--- src/rtl/instr_fetch_queue.sv ---
// Instruction fetch stage: drives the ROM address port, captures the 1-cycle-latency
// ROM reply into a small prefetch FIFO and presents it to the decoder (valid/ready).
module instr_fetch_queue #(
   parameter int unsigned WIDTH    = 32,
   parameter int unsigned DEPTH    = 4,
   parameter logic [WIDTH-1:0] RESET_PC = '0
) (
   input  logic             clk,
   input  logic             rst_n,
   output logic [WIDTH-1:0] rom_address,
   input  logic [WIDTH-1:0] rom_data,
   input  logic             redirect_valid,
   input  logic [WIDTH-1:0] redirect_target,
   output logic             instr_valid,
   input  logic             instr_ready,
   output logic [WIDTH-1:0] instr_data,
   output logic [WIDTH-1:0] instr_pc
);

   localparam int unsigned PTR_W = (DEPTH > 1) ? $clog2(DEPTH) : 1;
   localparam int unsigned CNT_W = PTR_W + 1;

   logic [WIDTH-1:0] r_fetch_pc;
   logic             r_req_q;
   logic [WIDTH-1:0] r_pc_q;
   logic [CNT_W-1:0] r_count;
   logic [PTR_W-1:0] r_rd_ptr;
   logic [PTR_W-1:0] r_wr_ptr;
   logic [WIDTH-1:0] r_mem_data [DEPTH];
   logic [WIDTH-1:0] r_mem_pc   [DEPTH];

   logic [CNT_W-1:0] w_inflight;
   logic             w_issue;
   logic             w_push;
   logic             w_pop;
   logic [CNT_W-1:0] w_count_next;

   // Credit counts the word already in flight so a full FIFO can never be overrun.
   assign w_inflight = r_count + CNT_W'(r_req_q);
   assign w_issue    = !redirect_valid && (w_inflight < CNT_W'(DEPTH));
   assign w_push     = r_req_q && !redirect_valid;
   assign w_pop      = instr_valid && instr_ready;

   always_comb begin
      w_count_next = r_count;
      if (w_push && !w_pop) begin
         w_count_next = r_count + CNT_W'(1);
      end else if (!w_push && w_pop) begin
         w_count_next = r_count - CNT_W'(1);
      end
   end

   always_ff @(posedge clk or negedge rst_n) begin
      if (!rst_n) begin
         r_fetch_pc <= RESET_PC;
         r_req_q    <= 1'b0;
         r_pc_q     <= '0;
      end else if (redirect_valid) begin
         r_fetch_pc <= redirect_target;
         r_req_q    <= 1'b0;
      end else if (w_issue) begin
         r_fetch_pc <= r_fetch_pc + WIDTH'(1);
         r_req_q    <= 1'b1;
         r_pc_q     <= r_fetch_pc;
      end else begin
         r_req_q    <= 1'b0;
      end
   end

   // A redirect flushes everything, including a pop accepted in the same cycle.
   always_ff @(posedge clk or negedge rst_n) begin
      if (!rst_n) begin
         r_count  <= '0;
         r_rd_ptr <= '0;
         r_wr_ptr <= '0;
      end else if (redirect_valid) begin
         r_count  <= '0;
         r_rd_ptr <= '0;
         r_wr_ptr <= '0;
      end else begin
         r_count <= w_count_next;
         if (w_push) begin
            r_wr_ptr <= r_wr_ptr + PTR_W'(1);
         end
         if (w_pop) begin
            r_rd_ptr <= r_rd_ptr + PTR_W'(1);
         end
      end
   end

   always_ff @(posedge clk or negedge rst_n) begin
      if (!rst_n) begin
         for (int i = 0; i < DEPTH; i++) begin
            r_mem_data[i] <= '0;
            r_mem_pc[i]   <= '0;
         end
      end else if (w_push) begin
         r_mem_data[r_wr_ptr] <= rom_data;
         r_mem_pc[r_wr_ptr]   <= r_pc_q;
      end
   end

   assign rom_address = r_fetch_pc;
   assign instr_valid = (r_count != '0);
   assign instr_data  = r_mem_data[r_rd_ptr];
   assign instr_pc    = r_mem_pc[r_rd_ptr];

   a_no_overflow: assert property (@(posedge clk) disable iff (!rst_n)
      !(w_push && (r_count == CNT_W'(DEPTH))));

endmodule
--- config.mk ---
export PLATFORM = sky130hd
export DESIGN_NAME = instr_fetch_queue
export DESIGN_NICKNAME = d
export VERILOG_FILES = /design/src/rtl/instr_fetch_queue.sv
export SDC_FILE = /design/constraint.sdc
export NUM_CORES = 1
export LEC_CHECK = 0
export ABC_AREA = 1
export CAP_MARGIN = 10
export CORE_MARGIN = 3
export CORE_UTILIZATION = 60
export DETAILED_ROUTE_END_ITERATION = 12
export PLACE_DENSITY = 0.87
export SETUP_SLACK_MARGIN = 0.05
export SLEW_MARGIN = 0
export SYNTH_ARGS = -nofsm -noshare
export SYNTH_HDL_FRONTEND = slang
export SYNTH_SLANG_ARGS = --single-unit
--- constraint.sdc ---
create_clock -name clk -period 3.2 [get_ports clk]
set_input_delay 0.48 -clock clk [delete_from_list [all_inputs] [get_ports clk]]
set_output_delay 0.48 -clock clk [all_outputs]
set_load 0.03 [all_outputs]
==> flow_summary.json, run 1 <==
{
  "setup_tns_ns": 0,
  "rrSetupSlack_ns": 1.26,
  "multi_input_area_sq_um": 5700,
  "rsz0062_at_grt": "no",
  "cts_root_buffer": "clkbuf_16",
  "slew_viol_final": 0,
  "ys_types": 34,
  "timing.final.crit_period_ns": 3.06,
  "cts_tree": "yes",
  "cts_buffers": 31,
  "die_area_sq_um": 26600,
  "cp_slowest_cell": "clkdlybuf4s50_1",
  "r2r_end": "rom_address[25]",
  "worstPathArrival_ns": 2.58,
  "cts-htree-levels": 1,
  "die_h_microns": 163,
  "synth_xor_xnor_area_share_pct": 0.827,
  "synth_area_sq_um": 14800,
  "vias": 13300,
  "antenna_cells": 0,
  "grt_overflow": 0,
  "path_cells": "clkinv_2 -> buf_12 -> nor2_1 -> o22ai_1 -> clkdlybuf4s50_1",
  "leakagePower_uw": 0.00831,
  "yosys_warnings": 0,
  "final_layout_size_suffix_gt1_share_pct": 6.91,
  "synth-edff-count": 0,
  "clock_skew_ns": 0.0250,
  "power_frac_comb_pct": 40.9,
  "drc": 0,
  "r2r_start": "rom_address[2]",
  "synth.area.mux_share_pct": 0,
  "synth-compound-area-share_pct": 18.2,
  "cts_setup_buffers": 0,
  "synthCells": 1777,
  "areaGrowthSynthToFinish_pct": 20.3,
  "coreArea_sq_um": 23900,
  "pwr-share-seq_pct": 37.8,
  "worst_pin_slew_ns": 0.624,
  "hp-start": "r_mem_pc[69]",
  "cts.clk_slew.worst_paths_ns": 0.06,
  "syn_area_per_cell_sq_um": 8.34,
  "syn_nets": 1851,
  "final-hold-violation-count": 0,
  "max_freq_mhz": 326,
  "critPathKind": "reg -> out",
  "grt_pass1_wl_microns": 64800,
  "status": "complete, no violations",
  "postRouteAntennaNets": 0,
  "r2r_cells": 7,
  "relSlewSlack_pct": 58.4,
  "grt_pass1_vias": 12900,
  "clock_path_buffers": 3,
  "min_path_type": "reg -> reg",
  "period_share_pct": 95.7,
  "synth_fa_ha_area_share_pct": 0.557,
  "viasPerCell": 5.97,
  "wire_per_inst_microns": 17.9,
  "finalNetCount": 1962,
  "internal-power_uw": 11000,
  "synth_top_family_by_area": "simple AND/OR/NAND/NOR gates",
  "slowest_delay_ns": 0.74,
  "cp_max_fo": 70,
  "drv_cap": 0,
  "gp_congestion": 0.914,
  "powerDensity_nw_per_um2": 1040,
  "drt_iter0_drc": 1448,
  "die_w_microns": 163,
  "critPathCaptureType": "output port",
  "clock_sinks": 328,
  "track_usage_pct": 29.8,
  "grt_max_degree": 95,
  "holdPathStages": 2,
  "antenna_found_initial": 0,
  "synth_ff_type": "dfrtp_1",
  "place_area_sq_um": 16700,
  "switchingPower_uw": 7590,
  "yosysSeqAreaShare_pct": 55.4,
  "rows": 56,
  "power_uw": 18600,
  "insertion_delay_ns": 0.56,
  "synthSimpleGateAreaFrac_pct": 18.7,
  "ys_ff_latch": 328,
  "portBuffers": 164,
  "start_util_pct": 62.0,
  "hold_end": "r_mem_pc[69]",
  "register_area_sq_um": 8210,
  "crit_path_start_kind": "register",
  "design_area_sq_um": 17800,
  "sw_frac_of_total_pct": 40.8,
  "finalSetupViolCount": 0,
  "cp.required_ns": 2.72,
  "drtPass1Iterations": 6,
  "io_pins": 165,
  "synth-async-reset-ratio_pct": 100,
  "fill_cells": 1640,
  "clock_power_share_pct": 21.3,
  "ir_drop_mv": 0.584,
  "dp_hpwl_microns": 25200,
  "drt_wl_total_microns": 39800
}
[power by group through the flow]
stage	sequential (uW)	clock (uW)	combinational [uW]
floorplan	6860	0	4630
global placement	6920	0	7230
detailed placement	6990	0	7470
CTS	6970	3980	7590
global route	7190	4160	8280
finish	7020	3960	7600
[area by class of cell]
cell class                 instances  area share (%)
clock buffer                      39            4.86
multi-input combinational       1221            32.0
tap                              319            2.24
inverter                         114            2.41
clock inverter                    15            1.35
sequential                       328            46.1
timing repair buffer             192            11.1
[layer usage]
metal | up-vias | global-route usage, % | wire length (microns)
met5 | - | 0 | 0
met4 | 0 | 10.2 | 1150
met3 | 87 | 6.09 | 3840
met2 | 746 | 48.1 | 18700
met1 | 6420 | 40.7 | 16100
li1 | 6055 | - | -
[critical path, delay by kind of cell (launching register included)]
kind | cells | cell delay [ns]
buf+inv | 3 | 1.14
flops | 1 | 0.51
compound gates | 1 | 0.25
simple gates | 1 | 0.12
[layout by cell type, fill, tap and decap left out, types with 31 or more instances in the layout]
| cell type | synthesis | routed |
|---|---|---|
| buf_4 | 4 | 34 |
| clkbuf_16 | 0 | 31 |
| clkdlybuf4s50_1 | 0 | 141 |
| dfrtp_1 | 328 | 326 |
| inv_1 | 110 | 108 |
| nand2_1 | 428 | 424 |
| nand3_1 | 36 | 36 |
| nor2_1 | 185 | 185 |
| o21ai_0 | 430 | 430 |
| o22ai_1 | 64 | 64 |
[what timing repair did]
action,in CTS,in global routing
endpoints found under the setup margin,36,1
hold endpoints to repair,77,0
hold buffers,1,0
gates cloned,0,0
gates resized for setup,2,2
[stage by stage]
| stage | worst slack [ns] | hold slack (ns) | utilization [%] | cells |
|---|---|---|---|---|
| 5_1_grt | 0.0565 | 0.496 | 74.6 | 2228 |
| 3_3_place_gp | 0.570 | 0.460 | 69.9 | 2173 |
| 4_1_cts | 0.140 | 0.484 | 74.6 | 2228 |
| 6_report | 0.136 | 0.481 | 74.6 | 2228 |
| 3_5_place_dp | 0.501 | 0.468 | 69.9 | 2173 |
| 2_1_floorplan | 1.14 | 0.184 | - | 1777 |
[cell usage after synthesis (all sizes together), types with 5 or more instances]
library cell	instances	share of area [%]
a21oi	10	0.34
buf	55	2.0
clkbuf	59	1.5
dfrtp	328	55
ha	5	0.42
inv	114	2.9
nand2	432	11
nand3	38	1.4
nand3b	6	0.30
nand4	9	0.38
nor2	195	5.4
o211ai	5	0.25
o21ai	431	15
o22ai	64	2.7
xor2	10	0.59
[state kept, by name, summed over array words and instances (netlist names)]
signal	flops
r_count	3
r_mem_data	128
r_mem_pc	128
r_pc_q	32
r_rd_ptr	2
r_req_q	1
r_wr_ptr	2
rom_address	32
[worst max-delay path by stage]
stage                            from             end  slack [ns]  depth (start not counted)
after floorplan           r_rd_ptr[0]    instr_pc[22]        1.14                          6
after global placement    r_rd_ptr[1]  instr_data[26]        0.57                          5
after detailed placement  r_rd_ptr[1]  instr_data[22]        0.50                          5
after CTS                 r_rd_ptr[0]  instr_data[29]        0.14                          4
after global routing      r_rd_ptr[1]  instr_data[29]        0.06                          4
final                     r_rd_ptr[0]  instr_data[29]        0.14                          5
[kinds of logic (layout without fill, tap and decap cells)]
logic type      count (synthesis)  count (layout)
compound gates                517             517
xor+xnor                       14              14
fa+ha+maj                       6               6
buf+inv                       228             360
flops                         328             328
simple gates                  684             684
(Power assumes the default switching activity.)
==> run 2: changes to the inputs <==
- SLEW_MARGIN: 0 -> 20
==> results of run 2 <==
The final DEF is identical to that of run 1; final timing and power are the same.
==> run 3: changes to the inputs <==
- ABC_AREA: 1 -> default
- CORE_UTILIZATION: 60 -> 35
- PLACE_DENSITY: 0.87 -> 0.57
==> run 3 against run 2 <==
Effect of this change: combinational power fell by 6.6%; flip-flop and latch count unchanged; sequential share of layout area down 0.92 points; utilization down 29 points; largest power group unchanged; sequential power about the same; first-iteration DRC count fell by 71%; die area is 65% higher; largest cell class unchanged; via count is 35% lower; clock-buffer cell count up 14; fmax rose by 1.3%; synthesized area shrank 2.4%.
==> flow_summary.json, run 3 <==
{
  "finalCoreUtilization_pct": 45.2,
  "crit_path_start_kind": "register",
  "finalSetupViolCount": 0,
  "ys_ff_latch": 328,
  "synth-async-reset-ratio_pct": 100,
  "die_area_sq_um": 43800,
  "coreArea_sq_um": 40300,
  "relSlewSlack_pct": 52.8,
  "setup_tns_ns": 0,
  "grt_overflow": 0,
  "hold_end": "rom_address[21]",
  "clock_skew_ns": 0.0163,
  "synth_most_common_cell": "dfrtp_1",
  "holdWs_ns": 0.482,
  "grt_pass1_wl_microns": 56800,
  "status": "complete, no violations",
  "rsz0062_at_grt": "no",
  "clock_path_buffers": 3,
  "grt_pass1_vias": 9514,
  "slew_viol_final": 0,
  "grt_max_degree": 86,
  "portBuffers": 164,
  "yosys.area.top_type": "dfrtp_1",
  "cts_buffers": 39,
  "final-hold-violation-count": 0,
  "drv_cap": 0,
  "synthTopCellsByCount": "dfrtp_1, mux2_2, mux4_2",
  "cts-htree-levels": 2,
  "max_freq_mhz": 331,
  "r2r_cells": 6,
  "vias": 8605,
  "dp_hpwl_microns": 22800,
  "synth_area_sq_um": 14500,
  "ys_top_cells_by_area": "dfrtp_1, mux2_2, mux4_2, xnor2_1, nand2_1",
  "slowest_delay_ns": 0.66,
  "gp_congestion": 0.739,
  "rows": 73,
  "syn_area_per_cell_sq_um": 15.2,
  "cts_root_buffer": "clkbuf_16",
  "mostFrequentLayoutCell": "dfrtp_1",
  "start_util_pct": 35.9,
  "synth_ff_type": "dfrtp_1",
  "die_h_microns": 209,
  "powerDensity_nw_per_um2": 1030,
  "critPathCaptureType": "output port",
  "timing.final.crit_period_ns": 3.02,
  "synth-edff-count": 0,
  "r2r_start": "r_req_q",
  "critPathKind": "reg -> out",
  "antenna_found_initial": 5,
  "cp_max_fo": 35,
  "cp.required_ns": 2.72,
  "insertion_delay_ns": 0.54,
  "yosysSeqAreaShare_pct": 56.7,
  "finalNetCount": 1206,
  "synthCells": 954,
  "track_usage_pct": 16.5,
  "drt_iter0_drc": 420,
  "die_w_microns": 209,
  "cts_hold_buffers": 1,
  "period_share_pct": 94.5,
  "cts_tree": "yes",
  "power_uw": 18800,
  "cts_resized": 0,
  "path_cells": "buf_12 -> mux4_2 -> clkdlybuf4s50_1",
  "worst_pin_slew_ns": 0.707,
  "reg_top3": "r_mem_data x128, r_mem_pc x128",
  "synth.top_cell.area_share_pct": 56.7,
  "yosys_warnings": 0,
  "rrSetupSlack_ns": 1.07,
  "cts.clk_slew.worst_paths_ns": 0.06,
  "syn_nets": 1028,
  "areaGrowthSynthToFinish_pct": 25.8,
  "drc": 0,
  "io_pins": 165,
  "viasPerCell": 5.12,
  "ys_types": 38,
  "clock_sinks": 328,
  "ir_drop_mv": 0.536,
  "cp_slowest_cell": "clkdlybuf4s50_1",
  "wire_per_inst_microns": 21.0,
  "postRouteAntennaNets": 0,
  "hp-start": "redirect_target[21]",
  "final_layout_size_suffix_gt1_share_pct": 39.4,
  "worstPathArrival_ns": 2.54,
  "layout_common_cells": "dfrtp_1, mux2_2, clkdlybuf4s50_1, mux4_2, nand2_1",
  "leakagePower_uw": 0.00779,
  "holdPathStages": 3,
  "r2r_end": "rom_address[24]",
  "cts_setup_buffers": 0,
  "drtPass1Iterations": 4,
  "drt_wl_total_microns": 35300,
  "min_path_type": "in -> reg"
}
-- run 3: cells by family (layout without fill, tap and decap cells) --
kind of cell	Yosys count	after routing	synth area share, %
multiplexers	354	354	32.5
flip-flops	328	328	56.7
AND/OR/NAND/NOR	125	125	4.43
buffers and inverters	67	268	2.10
XOR/XNOR	38	38	2.35
AO/OA/AOI/OAI	36	36	1.30
adder cells (fa/ha/maj)	6	6	0.571
other	0	2	0
-- run 3: final cells by class --
type / count / area, sq um
diodes: 2 / 5.00
clock buffers: 53 / 1150
clock inverters: 11 / 188
fillers: 3599 / 22100
inverters: 11 / 41.3
multi-input cells: 559 / 5990
flip-flops and latches: 328 / 8220
well taps: 525 / 657
repair buffers: 193 / 1950
-- run 3: worst max-delay path: cells and delay by family, from the launching register on --
family | cells | cell delay [ns]
buffers and inverters | 2 | 0.93
DFF | 1 | 0.46
muxes | 1 | 0.56
-- run 3: worst max path at each step --
| stage | start | endpoint | slack, ns | cells after the start |
|---|---|---|---|---|
| 6_report | r_rd_ptr[0] | instr_pc[31] | 0.18 | 3 |
| 5_1_grt | r_rd_ptr[0] | instr_pc[31] | 0.08 | 3 |
| 4_1_cts | r_rd_ptr[0] | instr_pc[31] | 0.12 | 3 |
| 3_5_place_dp | r_rd_ptr[0] | instr_pc[1] | 0.72 | 3 |
| 3_3_place_gp | r_rd_ptr[0] | instr_pc[31] | 0.74 | 3 |
| 2_1_floorplan | r_rd_ptr[0] | instr_data[10] | 1.18 | 2 |
-- run 3: stage by stage --
step / std cells / area, sq um / setup WS (ns)
6_report: 1682 / 18200 / 0.175
2_1_floorplan: 954 / 14500 / 1.18
3_3_place_gp: 1615 / 16800 / 0.740
4_1_cts: 1680 / 18200 / 0.122
5_1_grt: 1680 / 18200 / 0.0844
3_5_place_dp: 1615 / 16800 / 0.720
-- run 3: metal layers --
metal	track usage, %	share of wire (%)	routed length, microns
met2	26.4	47	16800
met1	22.1	44	15600
met4	4.34	1.8	646
met3	4.90	6.4	2250
met5	0	0.12	41
-- run 3: power breakdown --
part	switching (uW)	internal, uW
combinational	3280	3820
sequential	1140	5900
clock	1710	2900
total	6140	12600
